--- src/rtl/bp_cache_dma_pkg.sv ---
// Shared types for the cache DMA to memory adapter.
// State enum plus packet declare/width macros.
`ifndef BP_CACHE_DMA_PKG_SV
`define BP_CACHE_DMA_PKG_SV

`define DECLARE_BP_CACHE_DMA_PKT_S(addr_w) \
  typedef struct packed {                  \
    logic              write_not_read;     \
    logic [addr_w-1:0] addr;               \
  } bp_cache_dma_pkt_s

`define BP_CACHE_DMA_PKT_WIDTH(addr_w) (1+(addr_w))

package bp_cache_dma_pkg;

  typedef enum logic [1:0] {
    e_ready = 2'd0,
    e_read  = 2'd1,
    e_write = 2'd2
  } bp_cache_dma_state_e;

endpackage

`endif

--- src/rtl/bp_cache_dma_beat_ctr.sv ---
// Clear/up/down beat counter with terminal-count flag.
// Ports: clk_i, reset_i, clear_i, up_i, down_i -> count_o, tc_o (count == term_p).
module bp_cache_dma_beat_ctr
  import bp_cache_dma_pkg::*;
#(
  parameter int width_p = 4,
  parameter int term_p  = 8
) (
  input  logic               clk_i,
  input  logic               reset_i,
  input  logic               clear_i,
  input  logic               up_i,
  input  logic               down_i,
  output logic [width_p-1:0] count_o,
  output logic               tc_o
);

  logic [width_p-1:0] count_r;

  always_ff @(posedge clk_i) begin
    if (reset_i | clear_i)
      count_r <= '0;
    else if (up_i & ~down_i)
      count_r <= count_r + 1'b1;
    else if (down_i & ~up_i)
      count_r <= count_r - 1'b1;
  end

  assign count_o = count_r;
  assign tc_o    = (count_r == width_p'(term_p));

endmodule

--- src/rtl/bp_cache_dma_to_mem.sv ---
// Cache DMA port to per-beat memory command adapter, one block at a time.
// Ports: dma_pkt_* (block request), dma_data_* (fill out / evict in),
//   mem_cmd_* (addr/we/data valid/ready), mem_resp_* (in-order read data),
//   perf_*_blocks_o (counters when BP_CACHE_DMA_PERF_EN is defined, else 0).
module bp_cache_dma_to_mem
  import bp_cache_dma_pkg::*;
#(
  parameter int caddr_width_p        = 32,
  parameter int fill_width_p         = 64,
  parameter int block_size_in_fill_p = 8,
  parameter int max_outstanding_p    = 4
) (
  input  logic                     clk_i,
  input  logic                     reset_i,

  input  logic [`BP_CACHE_DMA_PKT_WIDTH(caddr_width_p)-1:0] dma_pkt_i,
  input  logic                     dma_pkt_v_i,
  output logic                     dma_pkt_yumi_o,

  output logic [fill_width_p-1:0]  dma_data_o,
  output logic                     dma_data_v_o,
  input  logic                     dma_data_ready_and_i,

  input  logic [fill_width_p-1:0]  dma_data_i,
  input  logic                     dma_data_v_i,
  output logic                     dma_data_yumi_o,

  output logic [caddr_width_p-1:0] mem_cmd_addr_o,
  output logic                     mem_cmd_we_o,
  output logic [fill_width_p-1:0]  mem_cmd_data_o,
  output logic                     mem_cmd_v_o,
  input  logic                     mem_cmd_ready_and_i,

  input  logic [fill_width_p-1:0]  mem_resp_data_i,
  input  logic                     mem_resp_v_i,
  output logic                     mem_resp_ready_and_o,

  output logic [31:0]              perf_read_blocks_o,
  output logic [31:0]              perf_write_blocks_o
);

  localparam int lg_n_lp  = $clog2(block_size_in_fill_p);
  localparam int cnt_w_lp = lg_n_lp + 1;
  localparam int lg_s_lp  = $clog2(fill_width_p/8);
  localparam int lg_b_lp  = lg_s_lp + lg_n_lp;

  localparam logic [caddr_width_p-1:0] blk_mask_lp =
    caddr_width_p'((64'd1 << lg_b_lp) - 64'd1);

  `DECLARE_BP_CACHE_DMA_PKT_S(caddr_width_p);

  bp_cache_dma_pkt_s pkt;
  assign pkt = dma_pkt_i;

  bp_cache_dma_state_e state_r, state_n;
  logic [caddr_width_p-1:0] base_r;

  logic [cnt_w_lp-1:0] cmd_cnt, resp_cnt, cred_cnt;
  logic cmd_tc, resp_tc, cred_tc;
  logic clear, cmd_up, resp_up, cred_up, cred_down;

  logic [caddr_width_p-1:0] cmd_addr;
  logic cmd_last;

  // Base keeps all pkt bits; alignment is applied on use.
  assign cmd_addr = (base_r & ~blk_mask_lp)
                  + (caddr_width_p'(cmd_cnt) << lg_s_lp);

  assign cmd_last =
    (cmd_cnt == cnt_w_lp'(block_size_in_fill_p-1));

  always_ff @(posedge clk_i) begin
    if (reset_i) begin
      state_r <= e_ready;
      base_r  <= '0;
    end else begin
      state_r <= state_n;
      if (clear)
        base_r <= pkt.addr;
    end
  end

  // Outputs stay 0 during reset regardless of state.
  always_comb begin
    state_n              = state_r;
    dma_pkt_yumi_o       = 1'b0;
    dma_data_o           = '0;
    dma_data_v_o         = 1'b0;
    dma_data_yumi_o      = 1'b0;
    mem_cmd_addr_o       = '0;
    mem_cmd_we_o         = 1'b0;
    mem_cmd_data_o       = '0;
    mem_cmd_v_o          = 1'b0;
    mem_resp_ready_and_o = 1'b0;
    clear                = 1'b0;
    cmd_up               = 1'b0;
    resp_up              = 1'b0;
    cred_up              = 1'b0;
    cred_down            = 1'b0;
    if (!reset_i) begin
      unique case (state_r)
        e_ready: begin
          dma_pkt_yumi_o = dma_pkt_v_i;
          if (dma_pkt_v_i) begin
            clear   = 1'b1;
            state_n = pkt.write_not_read
                    ? e_write : e_read;
          end
        end
        e_read: begin
          mem_cmd_v_o    = ~cmd_tc & ~cred_tc;
          mem_cmd_addr_o = cmd_addr;
          dma_data_o     = mem_resp_data_i;
          dma_data_v_o   = mem_resp_v_i;
          mem_resp_ready_and_o = dma_data_ready_and_i;
          cmd_up    = mem_cmd_v_o & mem_cmd_ready_and_i;
          resp_up   = mem_resp_v_i & dma_data_ready_and_i;
          cred_up   = cmd_up;
          cred_down = resp_up;
          if (resp_up & resp_tc)
            state_n = e_ready;
        end
        e_write: begin
          mem_cmd_v_o     = dma_data_v_i;
          mem_cmd_we_o    = 1'b1;
          mem_cmd_addr_o  = cmd_addr;
          mem_cmd_data_o  = dma_data_i;
          dma_data_yumi_o = dma_data_v_i
                          & mem_cmd_ready_and_i;
          cmd_up = dma_data_yumi_o;
          if (dma_data_yumi_o & cmd_last)
            state_n = e_ready;
        end
        default: state_n = e_ready;
      endcase
    end
  end

  bp_cache_dma_beat_ctr #(
    .width_p(cnt_w_lp),
    .term_p (block_size_in_fill_p)
  ) u_cmd_cnt (
    .clk_i  (clk_i),
    .reset_i(reset_i),
    .clear_i(clear),
    .up_i   (cmd_up),
    .down_i (1'b0),
    .count_o(cmd_cnt),
    .tc_o   (cmd_tc)
  );

  bp_cache_dma_beat_ctr #(
    .width_p(cnt_w_lp),
    .term_p (block_size_in_fill_p-1)
  ) u_resp_cnt (
    .clk_i  (clk_i),
    .reset_i(reset_i),
    .clear_i(clear),
    .up_i   (resp_up),
    .down_i (1'b0),
    .count_o(resp_cnt),
    .tc_o   (resp_tc)
  );

  bp_cache_dma_beat_ctr #(
    .width_p(cnt_w_lp),
    .term_p (max_outstanding_p)
  ) u_credits (
    .clk_i  (clk_i),
    .reset_i(reset_i),
    .clear_i(clear),
    .up_i   (cred_up),
    .down_i (cred_down),
    .count_o(cred_cnt),
    .tc_o   (cred_tc)
  );

  logic unused_cnt;
  assign unused_cnt = ^{resp_cnt, cred_cnt};

`ifdef BP_CACHE_DMA_PERF_EN
  logic [31:0] perf_rd_r, perf_wr_r;

  always_ff @(posedge clk_i) begin
    if (reset_i) begin
      perf_rd_r <= '0;
      perf_wr_r <= '0;
    end else begin
      if (state_r == e_read && state_n == e_ready)
        perf_rd_r <= perf_rd_r + 32'd1;
      if (state_r == e_write && state_n == e_ready)
        perf_wr_r <= perf_wr_r + 32'd1;
    end
  end

  assign perf_read_blocks_o  = perf_rd_r;
  assign perf_write_blocks_o = perf_wr_r;
`else
  assign perf_read_blocks_o  = '0;
  assign perf_write_blocks_o = '0;
`endif

  // Memory must only answer reads of the block in flight.
  a_no_stray_resp: assert property (
    @(posedge clk_i) disable iff (reset_i)
    mem_resp_v_i |-> (state_r == e_read)
  );

endmodule
--- config.mk ---
export PLATFORM = sky130hd
export DESIGN_NAME = bp_cache_dma_to_mem
export DESIGN_NICKNAME = d
export VERILOG_FILES = /design/src/rtl/bp_cache_dma_pkg.sv /design/src/rtl/bp_cache_dma_beat_ctr.sv /design/src/rtl/bp_cache_dma_to_mem.sv
export SDC_FILE = /design/constraint.sdc
export NUM_CORES = 1
export LEC_CHECK = 0
export ABC_CLOCK_PERIOD_IN_PS = 3650
export BUFFER_PORTS_ARGS = -buffer_cell sky130_fd_sc_hd__buf_2
export CAP_MARGIN = 10
export CELL_PAD_IN_SITES_DETAIL_PLACEMENT = 1
export CELL_PAD_IN_SITES_GLOBAL_PLACEMENT = 2
export CORE_MARGIN = 1.5
export CORE_UTILIZATION = 16
export DETAILED_ROUTE_END_ITERATION = 8
export PLACE_DENSITY = 0.86
export SLEW_MARGIN = 30
export SYNTH_ARGS = -nofsm -noshare
export SYNTH_HDL_FRONTEND = slang
export SYNTH_HIERARCHICAL = 1
export SYNTH_SLANG_ARGS = --single-unit
export TNS_END_PERCENT = 100
--- constraint.sdc ---
create_clock -name clk_i -period 3.65 [get_ports clk_i]
set_input_delay 0.365 -clock clk_i [delete_from_list [all_inputs] [get_ports clk_i]]
set_output_delay 0.365 -clock clk_i [all_outputs]
set_load 0.02 [all_outputs]
### Word-level counts from Yosys, hierarchy flattened

Index checks and enable logic that the tools add are counted.

| storage, ports and cells | value |
|---|---|
| bits in registers | 46 |
| input bits | 168 |
| output and inout bits | 230 |
| word-level logic and storage cells | 70 |

| cells by class | value |
|---|---|
| add/sub/neg operators | 5 |
| equality and inequality tests | 9 |
| multiplexer cells | 34 |
| bitwise logic cells | 13 |
| reduce and logical (&&, ||, !) cells | 4 |

Operators with widths:

| cell | count |
|---|---|
| two-way mux 64 bit | 4 |
| two-way mux 32 bit | 2 |
| adder 32 x 7 -> 32 bit | 1 |
| two-way mux 1 bit | 19 |
| adder 4 x 1 -> 4 bit (second input constant) | 3 |
| equality test 4 x 3 -> 1 bit (second input constant) | 3 |
| AND 1 bit | 8 |
| two-way mux 2 bit | 4 |
| two-way mux 4 bit | 2 |
| != test 2 bit (second input constant) | 3 |
| one-hot mux 2 bit (3 select lines) | 1 |
| equality test 4 bit (second input constant) | 1 |
| inverter 1 bit | 4 |
| one-hot mux 1 bit (2 select lines) | 2 |
| subtractor 4 x 1 -> 4 bit (second input constant) | 1 |
| AND reduction 3 bit | 1 |
| equality test 2 x 1 -> 1 bit (second input constant) | 1 |
| equality test 2 bit (second input constant) | 1 |
| logical NOT 2 bit | 1 |
| nonzero test 2 bit | 1 |
| OR reduction 2 bit | 1 |
| OR 1 bit | 1 |

### Longest topological paths before layout

Gate-level depths: netlist (run 1).

| depth | value |
|---|---|
| word-level depth | 10 |
| depth in mapped cells | 13 |
| depth with buffers taken out | 12 |

### Hierarchy

The synthesis (run 1) kept the hierarchy.

Modules (own cells, without submodules):

| module | instances | cells an instance | area an instance (µm²) |
|---|---|---|---|
| bp_cache_dma_to_mem | 1 | 471 | 3161.8 |
| bp_cache_dma_beat_ctr (u_cmd_cnt ...) | 2 | 28 | 267.8 |
| bp_cache_dma_beat_ctr (u_resp_cnt) | 1 | 28 | 269.0 |

### Worst setup path before layout (run 1)

Ideal clock, no wire load.

| timing path | value |
|---|---|
| path type | register to register |
| start point | register state_r[0] |
| end point | register u_cmd_cnt.count_r[3] (netlist: u_cmd_cnt/count_o[3]) |
| arrival time | 2.705 ns |
| required time | 3.591 ns |
| setup slack | 0.886 ns |
| stages on the path, launching flop included | 14 |
| buffers on the path | 1 |
| clock period less this slack | 2.764 ns |
| cell sequence | dfxtp_1 inv_1 ha_1 nand2b_1 clkbuf_1 nor2_1 and2_1 ha_1 inv_1 ha_1 a21oi_1 a211o_1 a2111oi_2 a31o_1 |

| on the way | value |
|---|---|
| elaborated cells between the ends (all ways) | 8 |
| those cells by class | 2 x eq/ne; 4 x mux; 1 x bitwise; 1 x reduce/logical |

RTL lines:

| element | RTL line | source |
|---|---|---|
| start: declaration | bp_cache_dma_to_mem.sv:55 | `bp_cache_dma_state_e state_r, state_n;` |
| start signal: assignment | bp_cache_dma_to_mem.sv:74 | `state_r <= e_ready;` |
| start signal: assignment | bp_cache_dma_to_mem.sv:77 | `state_r <= state_n;` |
| equality test 2 bit / equality test 2 x 1 -> 1 bit (equally long branches) | bp_cache_dma_to_mem.sv:101 | `unique case (state_r)` |
| one-hot mux 1 bit (2 select lines) * | bp_cache_dma_to_mem.sv:101 |  |
| two-way mux 1 bit * | bp_cache_dma_to_mem.sv:100 | `if (!reset_i) begin` |
| net cmd_up | bp_cache_dma_to_mem.sv:60 | `logic clear, cmd_up, resp_up, cred_up, cred_down;` |
| end signal: assignment | bp_cache_dma_beat_ctr.sv:24 | `count_r <= count_r + 1'b1;` |
| end signal: assignment | bp_cache_dma_beat_ctr.sv:26 | `count_r <= count_r - 1'b1;` |
| end: declaration | bp_cache_dma_beat_ctr.sv:18 | `logic [width_p-1:0] count_r;` |

The timed path passes the listed nets; every way through them passes the cells marked *.
A chain may end at the register's enable or synchronous reset.

### Final worst setup path (run 1)

| timing path | value |
|---|---|
| start point | register u_cmd_cnt.count_r[3] (netlist: u_cmd_cnt/count_o[3]) |
| end point | output mem_cmd_addr_o[28] |

| on the way | value |
|---|---|
| longest elaborated chain between the ends | 3 |

RTL lines:

| element | RTL line | source |
|---|---|---|
| adder 32 x 7 -> 32 bit | bp_cache_dma_to_mem.sv:67 | `+ (caddr_width_p'(cmd_cnt) << lg_s_lp);` |
| two-way mux 32 bit | bp_cache_dma_to_mem.sv:101 |  |
| two-way mux 32 bit | bp_cache_dma_to_mem.sv:100 |  |
| end: declaration | bp_cache_dma_to_mem.sv:28 | `output logic [caddr_width_p-1:0] mem_cmd_addr_o,` |

Every way passes these cells.

==> results.txt, run 1 <==
----------------------------------------------------
[Run status]
  Result of the run ... finished clean

[Setup path]
  Cell with the largest stage delay on the worst path ... sky130_fd_sc_hd__or4_1
  Reg-to-Reg End ... u_cmd_cnt/count_o[3]
  Path type of the worst setup path ... reg2out
  Critical path startpoint category ... register
  Internal reg-to-reg setup slack ... 0.95 ns
  Stage delay of the slowest cell on the critical path ... 0.72 ns
  Gate family responsible for the most delay along the worst path ... simple AND/OR/NAND/NOR gates
  Required time of the critical path ... 3.28 ns
  CP endpoint kind ... output port
  Crit path arrival time ... 2.80 ns
  Origin of the critical flop-to-flop path ... u_cmd_cnt/count_o[3]
  Reg2Reg Depth ... 12
  Buffers and inverters on the worst path ... 1
  CP max FO ... 10
  List of cells traversed by the critical path ... ha_1 -> ha_1 -> nand4_2 -> or4_1 -> or4_1 -> nand2_1 -> buf_2

[Run]
  MaxCap Viol Count ... 0

[Placed design]
  Placed cell count ... 1180
  Routability Congestion ... 0.732
  Count of input and output buffers ... 324
  Placement-stage worst setup slack ... 0.753 ns
  Post-detail-place hpwl ... 12.3 mm

[Synth]
  Post-synth EDFFs ... 0
  Synthesized area divided by synthesized cell count ... 7.15 µm²
  Number of warning messages in the yosys log ... 6
  Syn Std Cell Area ... 0.00397 mm²
  Cells after Synth ... 555
  Most instantiated flip-flop cell in the synthesis netlist ... sky130_fd_sc_hd__dfxtp_1
  Number of distinct library cells after synthesis ... 39
  Sequential-to-total area share from yosys stat ... 20.2%
  Post-synthesis async set-or-reset flop share ... 0%
  Synth Register Bits ... 40

[CTS]
  Number of hold-repair buffers added at the cts stage ... 0
  Number of cells upsized or downsized after cts ... 0
  TritonCTS clock tree ... yes
  Clock Tree Root ... sky130_fd_sc_hd__clkbuf_16
  Number of buffers created by CTS ... 5
  Total number of H-tree levels ... 2
  Worst skew pair latency ... 0.29 ns
  Clock Path Buffers ... 2
  Clock transition at the registers of the reported paths ... 0.06 ns
  Clock sink total ... 40
  Post-CTS Setup Bufs ... 0

[Timing]
  Final number of hold-violating endpoints ... 0
  Maximum operating frequency ... 0.316 GHz
  Setup TNS ... 0 ns
  Setup Viol. Count Final ... 0
  Setup clock skew after layout ... 0.00418 ns
  Final-report max-slew violation count ... 0
  Final worst slack ... 0.489 ns
  Share of the cycle needed by the critical path after routing ... 86.6%
  Transition time at the pin with the least slew margin ... 0.570 ns
  Max_slew headroom ... 62.0%
  Unrepaired setup endpoints after global routing ... no
  Shortest clock period the worst path allows after layout ... 3.16 ns

[Floorplan]
  Width of the die ... 160 µm
  Effective utilization at floorplan ... 16.3%
  Num rows ... 57
  Number of ports placed on the die boundary ... 398
  Core region area ... 0.0243 mm²
  Die height ... 160 µm
  Floorplan die area ... 0.0257 mm²

[Finish]
  Post-route insts no fill ... 1188
  Most common cell after layout, fill and taps aside ... sky130_fd_sc_hd__buf_2
  Layout-stage area growth over the synthesis result ... 47.3%
  Number of nets in the layout ... 1049
  Share of final-layout standard cells stronger than drive strength 1 ... 40.0%
  Util after Layout ... 24.0%
  Fill cell total of the finished layout ... 3115
  Most used cells in the layout excluding fill and tap cells ... sky130_fd_sc_hd__buf_2, sky130_fd_sc_hd__and2_1, sky130_fd_sc_hd__conb_1, sky130_fd_sc_hd__nand2_1, sky130_fd_sc_hd__a21oi_1

[Route]
  Post-detailed-route wirelength per cell ... 12.5 µm
  Via-to-Cell Ratio ... 3.86
  Initial detailed-routing violation count ... 139
  Detail Route Antenna Nets ... 0
  Total Routed Length ... 14.9 mm
  Count of TritonRoute iterations in the first routing pass ... 4
  DRC violation count after routing ... 0
  Vias post-DR ... 4580

[Global routing]
  Vias in the first global route ... 4486
  Maximum number of pins on one net before global-route repair ... 67
  Wire length of the first global-routing pass ... 23.2 mm
  Leftover overflow at the end of global routing ... 0
  Number of antenna violations at the first check in global routing ... 1
  GRT Util Overall ... 11.0%

[Power and ir drop]
  Leak Pwr ... 0.00310 µW
  Power Density ... 314 mW/mm²
  Worst vdd ir ... 0.150 mV

[Hold path]
  Worst hold path startpoint ... dma_pkt_i[26]
  Cell count of the worst hold path ... 3
  Min-Delay Path Class ... in2reg
  Min-Delay Endpoint ... base_r[26]

----------------------------------------------------
## flip-flops by register name, indices dropped and copies added (netlist names)
register,flops
base_r,26
u_credits/count_o,4
u_resp_cnt/count_o,4
u_cmd_cnt/count_o,4
state_r,2
## per-stage QoR
| stage | total power [µW] | hold slack [ns] | instance area (µm²) |
|---|---|---|---|
| 2_1_floorplan | 1170 | 0.442 | 4220 |
| 3_3_place_gp | 1400 | 0.454 | 5700 |
| 3_5_place_dp | 1430 | 0.473 | 5710 |
| 4_1_cts | 1870 | 0.307 | 5840 |
| 5_1_grt | 1970 | 0.324 | 5840 |
| 6_report | 1840 | 0.312 | 5840 |
## how the worst max path moves through the flow
stage / start / to / slack, ns / depth (start not counted)
floorplan: state_r[0] / u_cmd_cnt/count_o[3] / 0.89 / 13
global placement: u_cmd_cnt/count_o[3] / mem_cmd_addr_o[28] / 0.78 / 7
detailed placement: u_cmd_cnt/count_o[3] / mem_cmd_addr_o[28] / 0.75 / 7
CTS: u_cmd_cnt/count_o[3] / mem_cmd_addr_o[28] / 0.44 / 7
global route: u_cmd_cnt/count_o[3] / mem_cmd_addr_o[28] / 0.25 / 7
finish: u_cmd_cnt/count_o[3] / mem_cmd_addr_o[28] / 0.49 / 7
## final cells by class
| class | count | area (µm²) | share of cell area (%) |
|---|---|---|---|
| sequential | 40 | 801 | 13.7 |
| clock buffer | 6 | 129 | 2.21 |
| multi-input combinational | 471 | 2760 | 47.3 |
| clock inverter | 1 | 5.00 | 0.0857 |
| timing repair buffer | 333 | 1690 | 29.0 |
| antenna | 1 | 2.50 | 0.0428 |
| inverter | 12 | 45.0 | 0.771 |
| tap | 324 | 405 | 6.94 |
## metal layers
metal  share of wire [%]  GRT usage (%)  up-vias
met4                0.80           2.29        0
met2                  49           19.3      177
met3                 6.9           2.04        8
li1                    -              -     2316
met5                   0              0        -
met1                  43           14.0     2079
## cells in the mapped netlist (all sizes together), types with 10 or more instances
cell type  number  area [µm²]
and2          137         857
buf            69         512
nand2          64         240
a21oi          47         235
dfxtp          40         801
clkbuf         31         116
nor2           19        71.3
ha             15         188
nand3          14        70.1
inv            12        45.0
nor3           11        55.1
xnor2          10        87.6
## worst reg2reg max path: stages (launching register included)
cell                        delay [ns]
sky130_fd_sc_hd__dfxtp_1          0.43
sky130_fd_sc_hd__nor4b_1          0.29
sky130_fd_sc_hd__nor2_1           0.10
sky130_fd_sc_hd__a22oi_1          0.15
sky130_fd_sc_hd__nor2_1           0.07
sky130_fd_sc_hd__and2_1           0.16
sky130_fd_sc_hd__ha_1             0.20
sky130_fd_sc_hd__inv_1            0.13
sky130_fd_sc_hd__ha_1             0.29
sky130_fd_sc_hd__a21oi_1          0.19
sky130_fd_sc_hd__nand3_1          0.14
sky130_fd_sc_hd__a2111oi_2        0.37
sky130_fd_sc_hd__a31o_1           0.13
## cell families (layout without fill, tap and decap cells)
family / count (synthesis) / in the layout / synth area share (%)
and+or+nand+nor: 291 / 291 / 40.9
buffers and inverters: 112 / 352 / 17.0
other: 1 / 70 / 0.0945
xor gates and xnor gates: 15 / 15 / 3.31
muxes: 3 / 3 / 0.757
DFF: 40 / 40 / 20.2
adders and majority gates: 18 / 18 / 6.25
AOI/OAI and AO/OA: 75 / 75 / 11.5
## power breakdown
part / leakage (µW) / total (µW) / switching [µW] / internal [µW]
logic: 0.00271 / 845 / 527 / 318
registers: 0.000329 / 566 / 70.5 / 495
clock network: 0.0000667 / 427 / 178 / 249
Note: power is estimated with default switching activity, not from simulation.
==> run 2: changes to the inputs <==
Settings changed: PLACE_DENSITY 0.86 to 0.88, SYNTH_HIERARCHICAL 1 to unset.
==> run 2 against run 1 <==
Hold slack got worse by 0.022 ns. Total power fell by 22%. Synthesized area fell by 6.1%.
==> results.txt, run 2 <==
----------------------------------------------------
[Run status]
  Result of the run ... finished clean

[Route]
  Via-to-Cell Ratio ... 4.00
  Count of TritonRoute iterations in the first routing pass ... 4
  Detail Route Antenna Nets ... 0
  Post-detailed-route wirelength per cell ... 13.6 µm
  Total Routed Length ... 14.7 mm
  Vias post-DR ... 4318
  Initial detailed-routing violation count ... 153
  DRC violation count after routing ... 0

[Timing]
  Unrepaired setup endpoints after global routing ... no
  Setup clock skew after layout ... 0.00328 ns
  Transition time at the pin with the least slew margin ... 0.791 ns
  Max_slew headroom ... 47.2%
  Setup Viol. Count Final ... 0
  Share of the cycle needed by the critical path after routing ... 83.7%
  Setup TNS ... 0 ns
  Shortest clock period the worst path allows after layout ... 3.06 ns
  Maximum operating frequency ... 0.327 GHz
  Final-report max-slew violation count ... 0
  Final number of hold-violating endpoints ... 0

[Hold path]
  Min-Delay Path Class ... in2reg
  Cell count of the worst hold path ... 3
  Min-Delay Endpoint ... base_r[20]
  Worst hold path startpoint ... dma_pkt_i[20]

[Synth]
  Synthesized-area fraction occupied by ao, oa, aoi and oai cells ... 13.5%
  Synthesized area divided by synthesized cell count ... 7.66 µm²
  Post-synthesis async set-or-reset flop share ... 0%
  Synth Register Bits ... 40
  Cell type contributing the most total cell area after synthesis ... sky130_fd_sc_hd__and2_1
  Synth area leaders ... sky130_fd_sc_hd__and2_1, sky130_fd_sc_hd__dfxtp_1, sky130_fd_sc_hd__buf_4
  Number of warning messages in the yosys log ... 0
  Commonest cells in the netlist ... sky130_fd_sc_hd__and2_1, sky130_fd_sc_hd__buf_4, sky130_fd_sc_hd__dfxtp_1
  Proportion of synthesized area in mux cells ... 1.08%
  Post-synth EDFFs ... 0
  Fraction of post-synthesis cell area in the top cell type by area ... 22.5%
  Most repeated cell in the gate-level netlist after synthesis ... sky130_fd_sc_hd__and2_1
  Cells after Synth ... 486
  Adder and majority cell fraction of the synthesized area ... 4.23%
  Sequential-to-total area share from yosys stat ... 21.5%
  Most instantiated flip-flop cell in the synthesis netlist ... sky130_fd_sc_hd__dfxtp_1
  Largest family of logic cells by synthesized area ... simple AND/OR/NAND/NOR gates
  Synthesized-area fraction occupied by xor and xnor cells ... 4.00%
  Fraction of the mapped netlist area in simple logic gates ... 38.5%
  Number of distinct library cells after synthesis ... 46
  Syn Std Cell Area ... 0.00372 mm²

[Placed design]
  Count of input and output buffers ... 324
  Post-detail-place hpwl ... 12.3 mm
  Routability Congestion ... 0.814
  Placed cell count ... 1070
  Dpl cell area ... 0.00538 mm²

[CTS]
  Clock Tree Root ... sky130_fd_sc_hd__clkbuf_16
  Clock Path Buffers ... 2
  Number of cells upsized or downsized after cts ... 0
  Post-CTS Setup Bufs ... 0
  Clock sink total ... 40
  Number of buffers created by CTS ... 5
  Total number of H-tree levels ... 2
  TritonCTS clock tree ... yes
  Worst skew pair latency ... 0.28 ns
  Number of hold-repair buffers added at the cts stage ... 0
  Clock transition at the registers of the reported paths ... 0.06 ns

[Floorplan]
  Number of ports placed on the die boundary ... 398
  Die height ... 156 µm
  Num rows ... 55
  Core region area ... 0.0227 mm²
  Floorplan die area ... 0.0242 mm²
  Width of the die ... 156 µm
  Effective utilization at floorplan ... 16.4%

[Finish]
  Fin area ... 0.00557 mm²
  Most used cells in the layout excluding fill and tap cells ... sky130_fd_sc_hd__buf_2, sky130_fd_sc_hd__and2_1, sky130_fd_sc_hd__conb_1, sky130_fd_sc_hd__dfxtp_1, sky130_fd_sc_hd__nor2_1
  Number of nets in the layout ... 973
  Post-route insts no fill ... 1079
  Fill cell total of the finished layout ... 2895
  Layout-stage area growth over the synthesis result ... 49.7%
  Max FFs per register ... 26
  Most common cell after layout, fill and taps aside ... sky130_fd_sc_hd__buf_2
  Largest reg by FF count ... base_r
  Number of antenna repair diodes ... 0
  Share of final-layout standard cells stronger than drive strength 1 ... 43.7%

[Setup path]
  CP max FO ... 8
  Internal reg-to-reg setup slack ... 1.04 ns
  Crit path arrival time ... 2.69 ns
  Critical path startpoint category ... register
  CP endpoint kind ... output port
  Required time of the critical path ... 3.28 ns
  Reg2Reg Depth ... 11
  Path type of the worst setup path ... reg2out
  Origin of the critical flop-to-flop path ... state_r[1]
  Timing startpoint of the critical path ... u_cmd_cnt.count_o[3]
  Reg-to-Reg End ... u_credits.count_o[3]

[Global routing]
  Met3 Resource Use GR ... 1.42%
  Number of antenna violations at the first check in global routing ... 0
  Wire length of the first global-routing pass ... 22.0 mm
  GRT Util Overall ... 11.2%
  Vias in the first global route ... 4251
  Met1 usage in global routing ... 13.8%
  Routing layer with the top usage in global route ... met2
  GR Util met2 ... 20.9%
  Leftover overflow at the end of global routing ... 0
  Maximum number of pins on one net before global-route repair ... 68

[Power and ir drop]
  Worst vdd ir ... 0.178 mV
  Leak Pwr ... 0.00304 µW
  Power Density ... 257 mW/mm²

[Run]
  MaxCap Viol Count ... 0

----------------------------------------------------
## run 2: cell types whose count changed after synthesis, sizes merged, moves of 5 or more
cell,previous run,this run
nand2,64,16
a21oi,47,18
clkbuf,31,23
nor3,11,2
a22o,0,25
inv,12,7
nor2,19,29
xor2,5,10
## run 2: cell families (layout without fill, tap and decap cells)
group | Yosys count | count (layout)
muxes | 4 | 4
AOI/OAI and AO/OA | 69 | 69
buffers and inverters | 101 | 343
and+or+nand+nor | 242 | 242
other | 1 | 67
adders and majority gates | 12 | 12
xor gates and xnor gates | 17 | 17
DFF | 40 | 40
## run 2: final cells by class
type / instances / area (µm²) / share of cell area (%)
multi-input cells: 411 / 2550 / 45.8
clock inverters: 3 / 42.5 / 0.763
flip-flops and latches: 40 / 801 / 14.4
inverters: 7 / 26.3 / 0.471
well taps: 285 / 357 / 6.40
repair buffers: 328 / 1670 / 30.0
clock buffers: 5 / 125 / 2.25
## run 2: worst max path at each step
stage	to	slack, ns	depth (start not counted)
after floorplan	mem_cmd_addr_o[26]	1.26	7
after global placement	mem_cmd_addr_o[22]	0.93	7
after detailed placement	mem_cmd_addr_o[22]	0.89	7
after CTS	mem_cmd_addr_o[22]	0.58	7
after global routing	mem_cmd_addr_o[22]	0.35	7
final	mem_cmd_addr_o[22]	0.59	7
## run 2: worst max-delay path, cell delays in order (launching register included)
cell and delay [ns]:
sky130_fd_sc_hd__dfxtp_1 0.40, sky130_fd_sc_hd__ha_1 0.27, sky130_fd_sc_hd__ha_1 0.23, sky130_fd_sc_hd__and4_1 0.46
sky130_fd_sc_hd__nand4_1 0.29, sky130_fd_sc_hd__or3_1 0.39, sky130_fd_sc_hd__a21oi_1 0.17, sky130_fd_sc_hd__buf_2 0.20
## run 2: routing by layer
layer / up-vias / routed length (µm)
met5: - / 0
met4: 0 / 129
met1: 2024 / 6230
met3: 10 / 717
met2: 161 / 7610
li1: 2123 / -
## run 2: power breakdown
part | internal, µW | total (µW) | switching, µW
registers | 464 | 499 | 35.1
logic | 167 | 429 | 262
clock network | 321 | 506 | 185
total | 952 | 1430 | 482
## run 2: per-stage QoR
step | utilization, % | hold WS, ns | setup WS [ns] | total power, µW
floorplan | - | 0.446 | 1.26 | 815
global placement | 23.7 | 0.463 | 0.928 | 929
detailed placement | 23.7 | 0.491 | 0.894 | 934
CTS | 24.4 | 0.287 | 0.578 | 1440
global route | 24.5 | 0.296 | 0.355 | 1510
finish | 24.5 | 0.290 | 0.595 | 1430
